===== config.mk =====
export PLATFORM = sky130hd
export DESIGN_NAME = alu_seq_exec
export DESIGN_NICKNAME = d
export VERILOG_FILES = /design/src/rtl/alu_seq_exec.sv
export SDC_FILE = /design/constraint.sdc
export NUM_CORES = 1
export LEC_CHECK = 0
export CELL_PAD_IN_SITES_DETAIL_PLACEMENT = 1
export CELL_PAD_IN_SITES_GLOBAL_PLACEMENT = 2
export CORE_MARGIN = 2
export CORE_UTILIZATION = 33
export DETAILED_ROUTE_END_ITERATION = 12
export PLACE_DENSITY_LB_ADDON = 0.1
export SLEW_MARGIN = 20
export SYNTH_ARGS = -nofsm -noshare
export SYNTH_HDL_FRONTEND = slang
export SYNTH_SLANG_ARGS = --single-unit

===== constraint.sdc =====
create_clock -name clk -period 2.6 [get_ports clk]
set_input_delay 0.39 -clock clk [delete_from_list [all_inputs] [get_ports clk]]
set_output_delay 0.39 -clock clk [all_outputs]
set_load 0.005 [all_outputs]

===== src/rtl/alu_seq_exec.sv =====
// Execution unit for the 3-bit ALU control code: single-cycle ADD/SUB/AND/OR/SLT,
// iterative 1-bit-per-cycle SLL. Optional zero/ovf flag outputs under `ALU_FLAGS_EN.
module alu_seq_exec #(
  parameter int unsigned XLEN = 32
) (
  input  logic            clk,
  input  logic            rst,
  input  logic            in_valid,
  output logic            in_ready,
  input  logic [2:0]      alu_ctrl,
  input  logic [XLEN-1:0] op_a,
  input  logic [XLEN-1:0] op_b,
  output logic            out_valid,
  input  logic            out_ready,
  output logic [XLEN-1:0] result,
  output logic            illegal,
  output logic            busy
`ifdef ALU_FLAGS_EN
  ,
  output logic            zero,
  output logic            ovf
`endif
);

  localparam int unsigned SHAMT_W = $clog2(XLEN);

  localparam logic [2:0] OP_SUB = 3'b000;
  localparam logic [2:0] OP_ADD = 3'b001;
  localparam logic [2:0] OP_AND = 3'b010;
  localparam logic [2:0] OP_OR  = 3'b011;
  localparam logic [2:0] OP_SLL = 3'b100;
  localparam logic [2:0] OP_SLT = 3'b110;

  localparam logic [1:0] S_IDLE  = 2'd0;
  localparam logic [1:0] S_SHIFT = 2'd1;
  localparam logic [1:0] S_DONE  = 2'd2;

  logic [1:0]         state_q, state_n;
  logic [XLEN-1:0]    acc_q, acc_n;
  logic [SHAMT_W-1:0] cnt_q, cnt_n;
  logic [XLEN-1:0]    result_n;
  logic               illegal_n;

  logic [SHAMT_W-1:0] shamt_c;
  logic [XLEN-1:0]    sum_c, diff_c, alu_res_c;
  logic               lt_c, legal_c;

  assign shamt_c = op_b[SHAMT_W-1:0];
  assign sum_c   = op_a + op_b;
  assign diff_c  = op_a - op_b;
  assign lt_c    = $signed(op_a) < $signed(op_b);

  // Single-cycle result; SLL here only covers the zero-shift case
  always_comb begin
    alu_res_c = '0;
    legal_c   = 1'b1;
    case (alu_ctrl)
      OP_SUB:  alu_res_c = diff_c;
      OP_ADD:  alu_res_c = sum_c;
      OP_AND:  alu_res_c = op_a & op_b;
      OP_OR:   alu_res_c = op_a | op_b;
      OP_SLL:  alu_res_c = op_a;
      OP_SLT:  alu_res_c = {{(XLEN-1){1'b0}}, lt_c};
      default: legal_c   = 1'b0;
    endcase
  end

  // Next-state and datapath update
  always_comb begin
    state_n   = state_q;
    acc_n     = acc_q;
    cnt_n     = cnt_q;
    result_n  = result;
    illegal_n = illegal;
    case (state_q)
      S_IDLE: begin
        if (in_valid) begin
          if (alu_ctrl == OP_SLL && shamt_c != '0) begin
            state_n = S_SHIFT;
            acc_n   = op_a;
            cnt_n   = shamt_c;
          end else begin
            state_n   = S_DONE;
            result_n  = alu_res_c;
            illegal_n = ~legal_c;
          end
        end
      end
      S_SHIFT: begin
        acc_n = acc_q << 1;
        cnt_n = cnt_q - SHAMT_W'(1);
        if (cnt_q == SHAMT_W'(1)) begin
          state_n   = S_DONE;
          result_n  = acc_q << 1;
          illegal_n = 1'b0;
        end
      end
      S_DONE: begin
        if (out_ready) begin
          state_n = S_IDLE;
        end
      end
      default: state_n = S_IDLE;
    endcase
  end

  // State, datapath and registered handshake outputs
  always_ff @(posedge clk or posedge rst) begin
    if (rst) begin
      state_q   <= S_IDLE;
      acc_q     <= '0;
      cnt_q     <= '0;
      result    <= '0;
      illegal   <= 1'b0;
      in_ready  <= 1'b1;
      out_valid <= 1'b0;
      busy      <= 1'b0;
    end else begin
      state_q   <= state_n;
      acc_q     <= acc_n;
      cnt_q     <= cnt_n;
      result    <= result_n;
      illegal   <= illegal_n;
      in_ready  <= (state_n == S_IDLE);
      out_valid <= (state_n == S_DONE);
      busy      <= (state_n != S_IDLE);
    end
  end

`ifdef ALU_FLAGS_EN
  logic ovf_c;

  // Signed overflow: operands agree in sign (ADD) or differ (SUB) and the result sign flips
  always_comb begin
    ovf_c = 1'b0;
    case (alu_ctrl)
      OP_ADD:  ovf_c = (op_a[XLEN-1] == op_b[XLEN-1]) && (sum_c[XLEN-1] != op_a[XLEN-1]);
      OP_SUB:  ovf_c = (op_a[XLEN-1] != op_b[XLEN-1]) && (diff_c[XLEN-1] != op_a[XLEN-1]);
      default: ovf_c = 1'b0;
    endcase
  end

  // Flags load together with result on entry to DONE
  always_ff @(posedge clk or posedge rst) begin
    if (rst) begin
      zero <= 1'b0;
      ovf  <= 1'b0;
    end else if (state_q != S_DONE && state_n == S_DONE) begin
      zero <= (result_n == '0);
      ovf  <= (state_q == S_IDLE) && ovf_c;
    end
  end
`endif

endmodule


### Yosys cells after proc, flatten, opt, wreduce, memory -nomap -nowiden

Index checks and enable logic that the tools add are counted.

* input port bits: 71
* logic and storage cells: 59
* register bits after elaboration: 74
* output and inout bits: 36

* magnitude comparators: 1
* reductions and logical operators: 10
* multiplexer cells: 21
* add/subtract/negate cells: 3
* bitwise gates (word level): 3
* eq/ne operators: 13

Operators with widths (number)
* one-hot mux 32 bit (6 select lines): 1
* two-way mux 32 bit: 3
* one-hot mux 32 bit (2 select lines): 1
* two-way mux 31 bit: 2
* one-hot mux 31 bit (2 select lines): 1
* adder 32 bit: 1
* bitwise AND 32 bit: 1
* < comparator 32 bit: 1
* bitwise OR 32 bit: 1
* subtractor 32 bit: 1
* two-way mux 5 bit: 2
* one-hot mux 5 bit (2 select lines): 1
* two-way mux 2 bit: 4
* inequality test 2 bit, second input constant: 4
* equality test 3 x 2 -> 1 bit, second input constant: 2
* equality test 3 bit, second input constant: 2
* one-hot mux 2 bit (3 select lines): 1
* OR reduction 6 bit: 1
* equality test 5 x 1 -> 1 bit, second input constant: 1
* nonzero test 5 bit: 1
* subtractor 5 x 1 -> 5 bit, second input constant: 1
* equality test 2 bit, second input constant: 2
* zero test 2 bit: 2
* two-way mux 1 bit: 4
* 9 further kinds: 10

### Logic depth before layout (Yosys ltp)

Gate-level depths: netlist (run 1).

* word-level depth: 7
* depth in mapped cells: 13
* mapped depth without buffers: 13

### Least setup slack after synthesis (run 1)

Ideal clock, no wire load.

* path type: input port to flip-flop
* start point: input port op_a[0]
* end point: register result[0]
* data required time: 2.535 ns
* arrival time: 2.750 ns
* setup slack: -0.215 ns
* buffers on the path: 0
* library setup time: 0.065 ns
* stages on the path: 13
* path through: inv_1 > ha_1 > inv_1 > fa_1 > nor2b_1 > o211ai_1 > nand4_1 > a32oi_2 > o21a_1 > o311ai_4 > a211o_1 > a311oi_1 > a211o_1

* longest elaborated chain between the ends: 5
* elaborated cells between the ends (all ways): 9
* classes of those cells: add/sub (2); order compare (1); mux (4); bitwise (2)

RTL lines
* from (decl): RTL line 11 `input logic [XLEN-1:0] op_a,`
* adder 32 bit (tied with other cells): RTL line 49 `assign sum_c = op_a + op_b;`
* one-hot mux 32 bit (6 select lines) (*): RTL line 57 `case (alu_ctrl)`
* two-way mux 32 bit (*): RTL line 78 `if (alu_ctrl == OP_SLL && shamt_c != '0) begin`
* two-way mux 32 bit (*): RTL line 77 `if (in_valid) begin`
* one-hot mux 32 bit (2 select lines) (*): RTL line 75 `case (state_q)`
* to (signal assigned): RTL line 122 `result <= result_n;`
* to (decl): RTL line 15 `output logic [XLEN-1:0] result,`

Every way passes the cells marked *; elsewhere a longest branch is shown, timed or not. The select of a mux whose other input is x is not followed.
A chain may end at the register's enable or synchronous reset.

### Final worst setup path (run 1)

* start point: input port op_a[13]
* end point: register result[0]

* longest elaborated chain between the ends: 5

RTL lines
* < comparator 32 bit: RTL line 51 `assign lt_c = $signed(op_a) < $signed(op_b);`
* one-hot mux 32 bit (6 select lines): RTL line 57
* two-way mux 32 bit: RTL line 78
* two-way mux 32 bit: RTL line 77
* one-hot mux 32 bit (2 select lines): RTL line 75

Every way passes these cells. The select of a mux whose other input is x is not followed.

==> metrics.md, run 1 <==
| Metric | Value |
|---|---|
| H-tree depth reported by CTS | `3` |
| Worst-case reg-to-reg path depth | `10` |
| Power per cell area | `524 nW/um^2` |
| Number of nets in the final layout | `1,667` |
| Area of the core region | `about 24,000 sq um` |
| Fin Clk Skew | `0.0117 ns` |
| Crit-path max FO | `3` |
| DP HPWL | `approximately 28,000 um` |
| Number of setup violations in the final report | `8` |
| Fin crit share | `104%` |
| Mapped cell area | `just over 8000 sq um` |
| Endpoint of the worst register-to-register path | `result[19]` |
| Type of destination of the critical path | `register` |
| Pre-Repair DR Iteration Count | `5` |
| Last weighted congestion value of the routability-driven placer | `0.908` |
| Util after Layout | `a little under three fifths` |
| Sort of element at the start of the critical path | `input pin` |
| Avg Inst Size Synth | `roughly 7.4 sq um` |
| Routed via count divided by cell count | `5.36` |
| Worst Tran Pin Value | `just over 0.5 ns` |
| Timing-limited maximum frequency | `~370 MHz` |
| Number of buffers on the longest clock path | `2` |
| Leading cell types by count after synthesis | `sky130_fd_sc_hd__a21oi_1, sky130_fd_sc_hd__nor2_1, sky130_fd_sc_hd__ha_1` |
| Final antenna diode count | `0` |
| TritonCTS clock tree | `done` |
| Gr ovfl total | `0` |
| Critical path start-end classification | `input pin to register` |
| Starting Density | `33.5%` |
| WL final | `between 30,000 and 40,000 um` |
| First-pass GRT wire length | `between 50,000 and 60,000 um` |
| Number of buffer cells added on primary ports | `about 110` |
| Buffers plus inverters on the worst setup path | `3` |
| Clock group share of total power | `18.0%` |
| Setup repair after global routing missed its margin | `yes` |
| Max Transition Viols Final | `0` |
| Switching component of the power | `about 2800 uW` |
| Most used DFF post-synth | `sky130_fd_sc_hd__dfrtp_1` |
| Cell with the most instances after synthesis | `sky130_fd_sc_hd__a21oi_1` |
| Syn Inst Count | `between 1,000 and 1,500` |
| Number of buffers added to fix hold violations after cts | `0` |
| Number of synthesized flops with an enable pin | `0` |
| Largest net degree at the start of global routing | `40` |
| Slowest Stage Delay on Critical Path | `0.39 ns` |
| Max cap viols | `0` |
| Final hold vios | `0` |
| Antenna violation net count after detailed routing | `0` |
| Type of the tightest min-delay check | `input pin to async pin` |
| Fraction of power consumed by sequential logic | `~29%` |
| Nets in the synthesized netlist | `between 1,000 and 1,500` |
| Total of flip-flops plus latches after synthesis | `between 70 and 80` |
| Fraction of final layout cells sized beyond drive strength 1 | `approximately two fifths` |
| Sequential element share of the synthesized area | `between 20% and 30%` |
| Count of clock tree sinks | `74` |
| Clock-pin slew on the worst setup and hold paths | `0.07 ns` |
| Int Power | `between 4000 and 5000 uW` |
| Share of total power consumed by net switching | `roughly two fifths` |
| Top cells by area in the synthesized netlist | `sky130_fd_sc_hd__dfrtp_1, sky130_fd_sc_hd__ha_1, sky130_fd_sc_hd__a21oi_1` |
| Family with the most delay on the worst path | `compound AO/OA/AOI/OAI gates` |
| Worst r2r src | `cnt_q[1]` |
| Finished Cell Area | `approximately 14,000 sq um` |
| Endpoint required time on the critical path | `~2.8 ns` |
| Die H | `161 um` |
| DIE AREA | `around 26,000 sq um` |
| CTS Root Buffer Type | `sky130_fd_sc_hd__clkbuf_16` |
| Tmin final | `around 2.7 ns` |
| Cts bufs inserted | `9` |
| Source-to-sink clock delay at the later pin of the worst-skew pair | `0.36 ns` |
| Starting DRC count in detailed routing | `between 600 and 700` |
| Wire length per cell | `between 20 and 25 um` |
| Cell area after placement | `about 12,000 sq um` |
| Biggest area consumer among synthesized cells | `sky130_fd_sc_hd__dfrtp_1` |
| Headroom to the max-slew limit | `around two thirds` |
| R2R Setup Slk | `0.21 ns` |
| Width of the die | `roughly 160 um` |
| Remaining DRCs | `0` |
| Count of yosys warnings during synthesis | `0` |
| Via count of the first global-routing pass | `roughly 10,000` |
| Worst EP arrival | `approximately 2.9 ns` |
| Worst VDD drop | `between 0.3 and 0.4 mV` |
| Share of Yosys cell area claimed by the top area cell type | `roughly 22%` |
| Detailed-route via count | `roughly 10,000` |
| Proportion of register bits with asynchronous set or reset after synthesis | `100%` |
| Overall fraction of global-route tracks in use | `around 29%` |
| Number of distinct library cells after synthesis | `71` |
| Worst setup slack after layout | `-0.0974 ns` |
| Number of top-level design ports | `approximately 110` |
| Levels on crit path | `12` |
| Number of antenna violations at the first check in global routing | `0` |
| Cells along the critical path | `buf_2, inv_2, ha_4, or3_4, buf_4, o311ai_2, o311ai_4, o21a_4, o311ai_4, a211o_1, a311oi_2, a211o_1` |
| Leakage power | `slightly above 0.006 uW` |
| Standard cell with the maximum stage delay on the critical path | `sky130_fd_sc_hd__or3_4` |
| Violations in the final reports | `negative setup slack` |
| Growth of design area from synthesis to finish | `66.3%` |
| Standard-cell rows | `57` |
| Outcome | `finished, violations left` |
| Power share of the combinational group | `52.9%` |
==> timing repair <==
action                     in CTS  in global routing
resized for setup             285                102
setup endpoints to repair      29                 23
setup buffers                  31                  7
pin swaps                      73                 83
==> cell usage in the layout, fill, tap and decap left out, types with 11 or more instances in the layout <==
master	instances
sky130_fd_sc_hd__ha_2	11
sky130_fd_sc_hd__nand3_1	17
sky130_fd_sc_hd__buf_4	329
sky130_fd_sc_hd__dlygate4sd2_1	14
sky130_fd_sc_hd__a211oi_1	15
sky130_fd_sc_hd__a21oi_2	23
sky130_fd_sc_hd__o21ai_0	76
sky130_fd_sc_hd__inv_2	41
sky130_fd_sc_hd__ha_1	56
sky130_fd_sc_hd__dfrtp_1	73
sky130_fd_sc_hd__inv_1	47
sky130_fd_sc_hd__clkdlybuf4s50_1	56
sky130_fd_sc_hd__nand2_1	88
sky130_fd_sc_hd__o21bai_1	12
sky130_fd_sc_hd__a21oi_1	118
sky130_fd_sc_hd__nor2_1	110
sky130_fd_sc_hd__o21ai_1	17
sky130_fd_sc_hd__ha_4	31
sky130_fd_sc_hd__nand2b_1	11
sky130_fd_sc_hd__buf_6	17
sky130_fd_sc_hd__xnor2_1	21
sky130_fd_sc_hd__o211ai_1	13
==> worst reg2reg max path: stages, from the launching register on <==
cell	delay [ns]
sky130_fd_sc_hd__dfrtp_1	0.39
sky130_fd_sc_hd__inv_1	0.10
sky130_fd_sc_hd__ha_1	0.14
sky130_fd_sc_hd__nor4b_1	0.27
sky130_fd_sc_hd__buf_4	0.18
sky130_fd_sc_hd__nand2_1	0.14
sky130_fd_sc_hd__and2_1	0.24
sky130_fd_sc_hd__nor2_1	0.32
sky130_fd_sc_hd__nand2_1	0.13
sky130_fd_sc_hd__buf_4	0.19
sky130_fd_sc_hd__o221ai_1	0.19
==> layout make-up <==
class / instances / area [sq um]
Multi-Input combinational cell: 861 / 6770
Clock buffer: 10 / 229
Timing Repair Buffer: 453 / 3820
Fill cell: 2941 / 10700
Tap cell: 324 / 405
Clock inverter: 6 / 43.8
Sequential cell: 74 / 1850
Inverter: 97 / 390
==> through the flow <==
stage	cells	total power (uW)	setup TNS, ns	setup WS (ns)	hold slack [ns]
2_1_floorplan	1100	3530	-0.167	-0.0977	0.467
3_3_place_gp	1771	5320	-24.41	-0.974	0.475
3_5_place_dp	1771	5420	-27.85	-1.03	0.478
4_1_cts	1818	6940	-0.256	-0.0743	0.267
5_1_grt	1825	7530	-2.64	-0.219	0.288
6_report	1825	7080	-0.304	-0.0974	0.267
==> layer usage <==
layer  global-route usage (%)  up-vias  wire [um]
met5                        0        -          0
met4                     5.72        0        518
met3                     3.51       36       1200
met2                     50.9      198      18700
met1                     37.9     4841      17400
li1                         -     4715          -
==> sequential cells by signal, indices dropped and copies added, names as in the netlist <==
name and cells:
busy 1, cnt_q 5, acc_q 31, out_valid 1, result 32, illegal 1
state_q 2, in_ready 1
==> power by group through the flow <==
stage	logic [uW]	registers [uW]	clock network [uW]
after global placement	3270	2060	0
after global routing	4070	2120	1340
after CTS	3590	2050	1300
after detailed placement	3340	2070	0
after floorplan	1560	1970	0
final	3750	2060	1270
==> how the worst max path moves through the flow <==
stage,from,slack [ns],endpoint
final,op_a[13],-0.1,result[0]
after global routing,op_a[0],-0.22,result[0]
after CTS,op_b[4],-0.07,result[27]
after detailed placement,op_b[0],-1.03,result[26]
after global placement,op_b[0],-0.97,result[24]
after floorplan,op_a[0],-0.1,result[0]
==> cells by family (layout without fill, tap and decap cells) <==
family | Yosys count | in the layout | share of synthesized area (%)
xor+xnor | 29 | 29 | 3.13
buf+inv | 165 | 566 | 7.81
compound gates | 412 | 412 | 32.5
fa+ha+maj | 100 | 100 | 15.6
flops | 74 | 74 | 22.8
simple gates | 315 | 315 | 17.5
mux | 5 | 5 | 0.632
(Power assumes the default switching activity.)
==> run 2: changes to the inputs <==
Settings changed: ABC_CLOCK_PERIOD_IN_PS set to 2600.
==> results of run 2 <==
The final DEF is identical to that of run 1; final timing and power are the same.
